[src/rtl/alu_op_sequencer.sv]
// rtl/alu_op_sequencer.sv - Opcode issue, settle and capture sequencer for the SAYEH ALU
//
// Purpose:
//   Takes one opcode at a time from the controller over a valid/ready handshake.
//   It raises the matching one-hot ALU select line and cin, and holds them while
//   the combinational ALU settles. It then captures aluout/cout/zout into the
//   result and C/Z flag registers, and returns the result over a second
//   valid/ready handshake.
//
// Optional feature macro: ALU_ILLEGAL_TRAP_EN
//   undefined : opcodes 10-15 run the normal sequence with every select low,
//               capture result=0, z_flag=1, c_flag unchanged.
//   defined   : adds output illegal_op. Opcodes 10-15 jump straight from IDLE
//               to RESULT with result=0 and unchanged flags. illegal_op is high
//               while that result is offered.
//
// Parameters:
//   DATA_W         ALU operand/result width (default 16)
//   SETTLE_CYCLES  cycles selects are held before capture, 1..15; any other
//                  value behaves as 1
//
// Ports:
//   clk, rst_n                 clock, asynchronous active-low reset
//   op_valid, op_ready         opcode request handshake
//   opcode[3:0], use_carry     request payload, sampled only at accept
//   B15to0 .. AcmpB            one-hot ALU select lines (registered)
//   cin                        carry into ALU (registered)
//   aluout, cout, zout         combinational ALU outputs
//   res_valid, res_ready       result handshake
//   result                     captured aluout
//   c_flag, z_flag             flag register
//   illegal_op                 (ALU_ILLEGAL_TRAP_EN only) trapped-opcode marker

module alu_op_sequencer #(
  parameter int DATA_W        = 16,
  parameter int SETTLE_CYCLES = 1
) (
  input  logic              clk,
  input  logic              rst_n,
  input  logic              op_valid,
  output logic              op_ready,
  input  logic [3:0]        opcode,
  input  logic              use_carry,
  output logic              B15to0,
  output logic              AandB,
  output logic              AorB,
  output logic              notB,
  output logic              shlB,
  output logic              shrB,
  output logic              AaddB,
  output logic              AsubB,
  output logic              AmulB,
  output logic              AcmpB,
  output logic              cin,
  input  logic [DATA_W-1:0] aluout,
  input  logic              cout,
  input  logic              zout,
  output logic              res_valid,
  input  logic              res_ready,
  output logic [DATA_W-1:0] result,
  output logic              c_flag,
  output logic              z_flag
`ifdef ALU_ILLEGAL_TRAP_EN
  ,
  output logic              illegal_op
`endif
);

  // Out-of-range settle values fall back to a single settle cycle.
  localparam int         SETTLE_EFF  = ((SETTLE_CYCLES >= 1) && (SETTLE_CYCLES <= 15)) ?
                                       SETTLE_CYCLES : 1;
  localparam logic [3:0] SETTLE_LAST = 4'(SETTLE_EFF - 1);

  typedef enum logic [1:0] {
    ST_IDLE    = 2'd0,
    ST_ISSUE   = 2'd1,
    ST_CAPTURE = 2'd2,
    ST_RESULT  = 2'd3
  } state_t;

  state_t              r_state;
  state_t              w_state_nxt;
  logic [3:0]          r_op;
  logic [3:0]          r_cnt;
  logic [9:0]          r_sel;
  logic                r_cin;
  logic [DATA_W-1:0]   r_result;
  logic                r_c;
  logic                r_z;

  logic                w_accept;
  logic                w_in_legal;
  logic                w_op_legal;
  logic                w_carry_op;
  logic                w_settle_done;
  logic [9:0]          w_onehot;
  logic                w_op_ready;
  logic                w_res_valid;

  // Select bit i corresponds to opcode i, in ALU port order.
  assign {AcmpB, AmulB, AsubB, AaddB, shrB, shlB, notB, AorB, AandB, B15to0} = r_sel;
  assign cin    = r_cin;
  assign result = r_result;
  assign c_flag = r_c;
  assign z_flag = r_z;

  assign op_ready  = w_op_ready;
  assign res_valid = w_res_valid;

  assign w_accept      = w_op_ready & op_valid;
  assign w_in_legal    = (opcode <= 4'd9);
  assign w_op_legal    = (r_op <= 4'd9);
  // Only add, subtract and compare produce a carry worth keeping.
  assign w_carry_op    = (r_op == 4'd6) || (r_op == 4'd7) || (r_op == 4'd9);
  assign w_settle_done = (r_cnt == SETTLE_LAST);
  assign w_onehot      = w_in_legal ? (10'd1 << opcode) : 10'd0;

  // State register
  always_ff @(posedge clk or negedge rst_n) begin
    if (!rst_n) begin
      r_state <= ST_IDLE;
    end else begin
      r_state <= w_state_nxt;
    end
  end

  // Next state and handshake outputs
  always_comb begin
    w_state_nxt = r_state;
    w_op_ready  = 1'b0;
    w_res_valid = 1'b0;
    case (r_state)
      ST_IDLE: begin
        w_op_ready = 1'b1;
        if (op_valid) begin
`ifdef ALU_ILLEGAL_TRAP_EN
          w_state_nxt = w_in_legal ? ST_ISSUE : ST_RESULT;
`else
          w_state_nxt = ST_ISSUE;
`endif
        end
      end
      ST_ISSUE: begin
        if (w_settle_done) begin
          w_state_nxt = ST_CAPTURE;
        end
      end
      ST_CAPTURE: begin
        w_state_nxt = ST_RESULT;
      end
      ST_RESULT: begin
        w_res_valid = 1'b1;
        if (res_ready) begin
          w_state_nxt = ST_IDLE;
        end
      end
      default: begin
        w_state_nxt = ST_IDLE;
      end
    endcase
  end

  // Datapath: opcode/cin capture at accept, settle counter, result/flag capture
  always_ff @(posedge clk or negedge rst_n) begin
    if (!rst_n) begin
      r_op     <= 4'd0;
      r_cnt    <= 4'd0;
      r_sel    <= 10'd0;
      r_cin    <= 1'b0;
      r_result <= '0;
      r_c      <= 1'b0;
      r_z      <= 1'b0;
    end else begin
      if (w_accept) begin
        r_op  <= opcode;
        r_cnt <= 4'd0;
`ifdef ALU_ILLEGAL_TRAP_EN
        // A trapped opcode never drives the ALU; its result is a fixed zero.
        if (w_in_legal) begin
          r_sel <= w_onehot;
          r_cin <= use_carry & r_c;
        end else begin
          r_result <= '0;
        end
`else
        r_sel <= w_onehot;
        r_cin <= use_carry & r_c;
`endif
      end

      if (r_state == ST_ISSUE) begin
        r_cnt <= w_settle_done ? 4'd0 : (r_cnt + 4'd1);
      end

      // Selects stay driven through the capture cycle and drop on its edge.
      if (r_state == ST_CAPTURE) begin
        r_sel <= 10'd0;
        r_cin <= 1'b0;
        if (w_op_legal) begin
          r_result <= aluout;
          r_z      <= zout;
          if (w_carry_op) begin
            r_c <= cout;
          end
        end else begin
          r_result <= '0;
          r_z      <= 1'b1;
        end
      end
    end
  end

`ifdef ALU_ILLEGAL_TRAP_EN
  logic r_illegal;

  always_ff @(posedge clk or negedge rst_n) begin
    if (!rst_n) begin
      r_illegal <= 1'b0;
    end else if (w_accept) begin
      r_illegal <= ~w_in_legal;
    end else if (w_res_valid && res_ready) begin
      r_illegal <= 1'b0;
    end
  end

  assign illegal_op = r_illegal;
`endif

endmodule

[config.mk]
export PLATFORM = sky130hd
export DESIGN_NAME = alu_op_sequencer
export DESIGN_NICKNAME = d
export VERILOG_FILES = /design/src/rtl/alu_op_sequencer.sv
export SDC_FILE = /design/constraint.sdc
export NUM_CORES = 1
export LEC_CHECK = 0
export CORE_ASPECT_RATIO = 1.25
export CORE_UTILIZATION = 30
export CTS_CLUSTER_DIAMETER = 150
export CTS_CLUSTER_SIZE = 12
export DETAILED_ROUTE_END_ITERATION = 6
export GPL_ROUTABILITY_DRIVEN = 0
export PLACE_DENSITY_LB_ADDON = 0.12
export SYNTH_ARGS = -nofsm -noshare
export SYNTH_HDL_FRONTEND = slang
export SYNTH_SLANG_ARGS = --single-unit
[constraint.sdc]
create_clock -name clk -period 5.8 [get_ports clk]
set_clock_uncertainty 0.2 [all_clocks]
set_input_delay 0.58 -clock clk [delete_from_list [all_inputs] [get_ports clk]]
set_output_delay 0.58 -clock clk [all_outputs]
set_load 0.03 [all_outputs]
After elaboration in Yosys (flattened, before gate mapping):

Cells that the tools add are included.

* logic and storage cells: 47
* output and inout bits: 31
* bits in registers: 39

* add/sub/neg operators: 1
* bitwise logic cells: 2
* order comparisons: 2
* muxes and demuxes: 16
* equal/unequal tests: 9
* shift operators: 1
* reductions and logical operators: 8

Operators with widths (number)
* $mux W10: 3
* $mux W16: 1
* $mux W4: 3
* $shl A1 B4 Y10 const A: 1
* $eq A4 B3 Y1 const B: 2
* $le A4 B4 Y1 const B: 2
* $pmux W2 S4: 1
* $mux W2: 3
* $ne A2 B2 Y1 const B: 3
* $reduce_and A3 Y1: 2
* $mux W1: 5
* $add A4 B1 Y4 const B: 1
* $eq A2 B2 Y1 const B: 2
* $eq A4 B4 Y1 const B: 1
* $logic_not A4 Y1: 1
* $reduce_bool A2 Y1: 2
* $and A1 B1 Y1: 2
* $eq A2 B1 Y1 const B: 1
* $logic_not A2 Y1: 1
* $logic_or A1 B1 Y1: 2

Longest topological paths before layout:

Gate-level depths: netlist of run 1.

* depth after elaboration: 5
* depth in mapped cells: 7
* mapped depth without buffers: 5

Worst setup path before layout of run 1:

No wires, ideal clock.

* path type: register -> register
* start: register r_cnt[0]
* end: register r_state[1]
* data required time: 5.473 ns
* path buffers: 0
* setup slack: 3.828 ns
* library setup time: 0.127 ns
* stages on the path, launching flop included: 6
* arrival: 1.645 ns
* cell sequence: dfrtp_1 -> inv_1 -> ha_1 -> or3b_1 -> a222oi_1 -> mux2_1

* longest elaborated chain between the ends: 3

RTL lines
* start, declared: RTL line 84 `logic [3:0] r_cnt;`
* start signal, assigned: RTL line 192 `r_cnt <= w_settle_done ? 4'd0 : (r_cnt + 4'd1);`
* $logic_not A4 Y1: RTL line 115 `assign w_settle_done = (r_cnt == SETTLE_LAST);`
* $ne A2 B2 Y1 (no line)
* $reduce_and A3 Y1 (no line)
* end signal, assigned: RTL line 123 `r_state <= w_state_nxt;`
* end, declared: RTL line 81 `state_t r_state;`

No other way between the ends.
A chain may end at the register's enable or synchronous reset.

Worst setup path after layout of run 1:

* start: register r_state[0]
* end: register r_result[0] (netlist: result[0])

* longest elaborated chain between the ends: 1

RTL lines
* $eq A2 B2 Y1: RTL line 196 `if (r_state == ST_CAPTURE) begin`
* end signal, assigned: RTL line 200 `r_result <= aluout;`
* end, declared: RTL line 87 `logic [DATA_W-1:0] r_result;`

No other way between the ends.

==> flow_metrics.tcl, run 1 <==
set metrics [dict create \
    status "finished clean" \
    dp_hpwl_um 2796 \
    ir_worst_vdd_mv 0.2062 \
    via_per_inst 4.868 \
    rsz0062_at_grt "no" \
    vias 1363 \
    cts_resized 0 \
    cts_setup_buffers 0 \
    timing.final.crit_share_pct 46.97 \
    ys_types 26 \
    dieArea_um2 5932 \
    path_clk_slew_ns 0.08 \
    ys_seq_area_share_pct 57.82 \
    cp.arrival_ns 2.74 \
    final_util_pct 44.41 \
    cp.required_ns 5.82 \
    async_flop_share_pct 100.0 \
    drive_gt1_share_pct 5.093 \
    synth-edff-count 0 \
    clk_path_buf_depth 2 \
    finalSetupViolations 0 \
    setup_tns_ns 0 \
    crit_fanout 18 \
    max_freq_mhz 367.1 \
    tightest_slew_ns 1.065 \
    reg2reg_depth 5 \
    drtIter0Drc 86 \
    cap_violations 0 \
    yosysTopAreaCellShare_pct 57.82 \
    diodes 0 \
    portBuffers 57 \
    groute.usage.overall_pct 13.94 \
    cts_buffers 5 \
    worstReg2RegEnd "result[0]$_DFFE_PN0P_" \
    avgSynthCellArea_um2 10.68 \
    ios 58 \
    gr-total-overflow 0 \
    syn_nets 192 \
    synth_flop_cell "dfrtp_1" \
    hold_violations 0 \
    yosys_warnings 0 \
    yosys.cell_count.top_type "dfrtp_1" \
    ys_ff_latch 39 \
    wl_per_cell_um 14.04 \
    antenna_left 0 \
    die_h_um 85.86 \
    antenna_found_initial 0 \
    core_area_um2 5443 \
    holdBufCountCts 0 \
    yosys-top-cells-count "39 x dfrtp_1, 28 x nand2_1, 16 x a22o_1" \
    final-max-slew-violation-count 0 \
    rrSetupSlack_ns 3.08 \
    clkSinkCount 39 \
    drt_pass1_iterations 4 \
    syn_area_um2 1688 \
    leakage_uw 0.001070 \
    drc 0 \
    num-fill-cells 497 \
    worstSkewPairLatency_ns 0.29 \
    cts-root-buf "clkbuf_8" \
    cts-htree-levels 2 \
    slew_headroom_pct 28.74 \
    syn2layout_area_growth_pct 43.22 \
    synth_cells 158 \
    timing.rr.start "r_state[0]$_DFFE_PN0P_" \
    criticalPathCategory "flop to flop" \
    grt_start_max_net_pins 40 \
    yosysTopAreaCell "dfrtp_1" \
    grt_pass1_vias 1356 \
    start_util_pct 31.01 \
    start_kind "flop" \
    nets 249 \
    hp-class "input pin to asynchronous set/reset pin" \
    synth.area.top_cells "dfrtp_1 58%, a22o_1 8.3%, nand2_1 6.2%" \
    period_needed_ns 2.724 \
    endpoint_kind "flop" \
    drt-total-wl_um 3930 \
    power_density_nw_per_um2 501.4 \
    grt_pass1_wl_um 6548 \
    cts_tree "built" \
    num_rows 30 \
    die_w_um 69.09 \
]
power by group:
part / total, uW / internal, uW / switching, uW
Sequential: 416 / 360 / 56.5
Combinational: 569 / 242 / 327
Clock: 226 / 128 / 98.3
Total: 1210 / 730 / 482
layer usage:
| layer | share of wire [%] | vias to the layer above | global-route usage, % | wire [um] |
|---|---|---|---|---|
| li1 | - | 658 | - | - |
| met1 | 46 | 660 | 18.46 | 1808 |
| met2 | 48 | 41 | 21.89 | 1884 |
| met3 | 5.0 | 4 | 3.525 | 198 |
| met4 | 0.97 | 0 | 5.566 | 38 |
| met5 | 0 | - | 0 | 0 |
placed cells by master, fill, tap and decap left out, types with 2 or more instances in the layout:
cell type | Yosys | final
o21ai_0 | 2 | 2
nand4_1 | 2 | 2
nor2_1 | 5 | 5
a21oi_1 | 14 | 14
nor2b_1 | 5 | 5
nand3_1 | 12 | 12
ha_1 | 7 | 7
clkbuf_8 | 0 | 5
mux2_1 | 2 | 2
dfrtp_1 | 39 | 39
inv_1 | 6 | 6
mux2i_1 | 2 | 2
nand2_1 | 28 | 28
clkdlybuf4s50_1 | 0 | 56
a22o_1 | 16 | 16
cell families after synthesis:
group | Yosys count | share of synthesized area (%)
buf+inv | 15 | 3.558
xor+xnor | 1 | 0.5190
flops | 39 | 57.82
simple gates | 57 | 15.86
compound gates | 35 | 14.53
mux | 4 | 2.520
fa+ha+maj | 7 | 5.189
stage by stage:
| stage | cells | hold slack, ns | setup slack [ns] | instance area, um^2 | total power, uW |
|---|---|---|---|---|---|
| floorplan | 158 | 0.08441 | 3.828 | 1688 | 773.5 |
| global placement | 272 | 0.2704 | 3.233 | 2305 | 978.7 |
| detailed placement | 272 | 0.2911 | 3.066 | 2305 | 994.0 |
| CTS | 280 | 0.2216 | 3.040 | 2417 | 1227 |
| global route | 280 | 0.2656 | 2.774 | 2417 | 1292 |
| finish | 280 | 0.1920 | 3.076 | 2417 | 1212 |
sequential cells by signal, summed over array words and instances (netlist names):
register  flops
c_flag        1
z_flag        1
r_state       2
r_op          4
cin           1
result       16
r_cnt         4
r_sel        10
critical path: stages (launching register included):
cell     delay [ns]
dfrtp_1        0.42
inv_1          0.14
ha_1           0.51
inv_2          0.26
nor2_1         0.87
a22o_1         0.26
how the worst max path moves through the flow:
stage,start,end,slack (ns),cells after the start
after floorplan,r_cnt[0]$_DFFE_PN0P_,r_state[1]$_DFFE_PN0P_,3.83,5
after global placement,r_state[0]$_DFFE_PN0P_,z_flag$_DFFE_PN0P_,3.23,5
after detailed placement,r_state[0]$_DFFE_PN0P_,z_flag$_DFFE_PN0P_,3.07,5
after CTS,r_state[0]$_DFFE_PN0P_,result[0]$_DFFE_PN0P_,3.04,5
after global routing,r_state[0]$_DFFE_PN0P_,result[0]$_DFFE_PN0P_,2.77,5
final,r_state[0]$_DFFE_PN0P_,result[0]$_DFFE_PN0P_,3.08,5
layout make-up:
type                    instances  area [um^2]  area share, %
well taps                      64        80.08          3.313
flip-flops and latches         39        975.9          40.37
clock buffers                   5        68.82          2.847
clock inverters                 3        43.79          1.812
repair buffers                 57        565.5          23.40
inverters                       8        31.28          1.294
multi-input cells             104        651.9          26.97
No activity file was read; power rests on OpenSTA's default activity.
==> run 2, diff against run 1 <==
clock period = 2.37 ns   (was 5.8 ns; I/O delays follow)
==> flow_metrics.tcl, run 2 (synthesized netlist as in run 1, its figures left out) <==
set metrics [dict create \
    status "finished clean" \
    cts-htree-levels 2 \
    cts_resized 0 \
    grtUsageMet1_pct 16.99 \
    cts-root-buf "clkbuf_8" \
    syn2layout_area_growth_pct 43.66 \
    grt_start_max_net_pins 40 \
    grtUsageMet3_pct 4.583 \
    drive_gt1_share_pct 5.936 \
    wl_per_cell_um 13.88 \
    clkSinkCount 39 \
    die_h_um 85.86 \
    num_rows 30 \
    leakage_uw 0.001078 \
    core_area_um2 5443 \
    use_met2_pct 24.18 \
    ir_worst_vdd_mv 0.5422 \
    path_clk_slew_ns 0.07 \
    period_needed_ns 2.210 \
    antenna_found_initial 0 \
    nets 253 \
    final-max-slew-violation-count 0 \
    cap_violations 0 \
    worstHoldStart "r_op[0]$_DFFE_PN0P_" \
    portBuffers 57 \
    multi_input_area_um2 651.9 \
    rsz0062_at_grt "no" \
    antenna_left 0 \
    slew_headroom_pct 40.94 \
    finalSetupViolations 0 \
    hold_ws_ns 0.2899 \
    power_density_nw_per_um2 1196 \
    timing.final.crit_share_pct 93.24 \
    placed_cells 275 \
    cts_tree "built" \
    power_uw 2899 \
    timing.rr.start "r_cnt[0]$_DFFE_PN0P_" \
    clk_path_buf_depth 2 \
    diodes 0 \
    grt_pass1_vias 1419 \
    finalNonFillerCells 283 \
    endpoint_kind "output pin" \
    drc 0 \
    crit_fanout 5 \
    start_util_pct 31.01 \
    largest_reg_flops 16 \
    num-fill-cells 503 \
    start_kind "flop" \
    criticalPathCategory "flop to output pin" \
    grt_busiest_layer "met2" \
    tightest_slew_ns 0.8859 \
    layout_commonest_cell "clkdlybuf4s50_1" \
    dieArea_um2 5932 \
    setup_tns_ns 0 \
    cp.arrival_ns 1.77 \
    ios 58 \
    startpoint "r_state[0]$_DFFE_PN0P_" \
    final_cell_mix "56 x clkdlybuf4s50_1, 39 x dfrtp_1, 28 x nand2_1" \
    gr-total-overflow 0 \
    max_freq_mhz 452.5 \
    die_w_um 69.09 \
    drt-total-wl_um 3929 \
    grt_pass1_wl_um 6699 \
    hp-class "flop to flop" \
    cts_buffers 5 \
    vias 1365 \
    hold_violations 0 \
    groute.usage.overall_pct 14.33 \
    drtIter0Drc 48 \
    via_per_inst 4.823 \
    cp.required_ns 1.93 \
    drt_pass1_iterations 4 \
    seqCellArea_um2 975.9 \
    worstSkewPairLatency_ns 0.28 \
    dp_hpwl_um 2756 \
    final_util_pct 44.55 \
]
[run 2: changes by cell type in the layout (fill, tap and decap cells not counted)]
| cell | change |
|---|---|
| buf_4 | +3 |
| bufinv_16 | -1 |
| clkbuf_8 | +1 |
| clkinv_4 | -1 |
| dlygate4sd3_1 | +1 |
[run 2: critical path: stages, from the launching register on]
cell and delay, ns:
dfrtp_1 0.41, inv_1 0.13, ha_1 0.25, clkdlybuf4s50_1 0.70
[run 2: power breakdown]
group | internal, uW | switching, uW | total [uW]
Combinational | 626 | 815 | 1440
Sequential | 881 | 132 | 1010
Clock | 228 | 218 | 446
[run 2: repair_timing]
| action | 4_1_cts | 5_1_grt |
|---|---|---|
| endpoints found under the hold margin | 39 | 0 |
| hold buffers | 1 | 0 |
| buffers inserted | 0 | 0 |
[run 2: layout make-up]
class / instances / share of cell area, %
well taps: 64 / 3.302
repair buffers: 61 / 24.66
multi-input cells: 104 / 26.88
clock inverters: 1 / 0.2064
clock buffers: 6 / 3.406
inverters: 8 / 1.290
flip-flops and latches: 39 / 40.25
[run 2: routing by layer]
metal / up-vias / part of all wire, %
met5: - / 0
met1: 654 / 44
met3: 6 / 5.3
li1: 665 / -
met2: 40 / 50
met4: 0 / 1.3
[run 2: path summary, 6_finish.rpt]
| check | end | slack (ns) | depth (start not counted) |
|---|---|---|---|
| worst min register to register | r_op[0]$_DFFE_PN0P_ | 0.29 | 2 |
| max in group asynchronous | result[9]$_DFFE_PN0P_ | 1.00 | 2 |
| worst max-delay path | op_ready | 0.16 | 3 |
| worst min-delay path | r_op[0]$_DFFE_PN0P_ | 0.29 | 2 |
| worst max register to register | r_state[1]$_DFFE_PN0P_ | 0.19 | 5 |
| min in group asynchronous | r_sel[1]$_DFFE_PN0P_ | 0.42 | 2 |
[run 2: through the flow]
stage | worst slack [ns] | instance area, um^2
3_5_place_dp | 0.2359 | 2327
6_report | 0.1601 | 2425
3_3_place_gp | 0.3338 | 2327
4_1_cts | 0.1397 | 2425
2_1_floorplan | 0.3980 | 1688
5_1_grt | 0.05757 | 2425
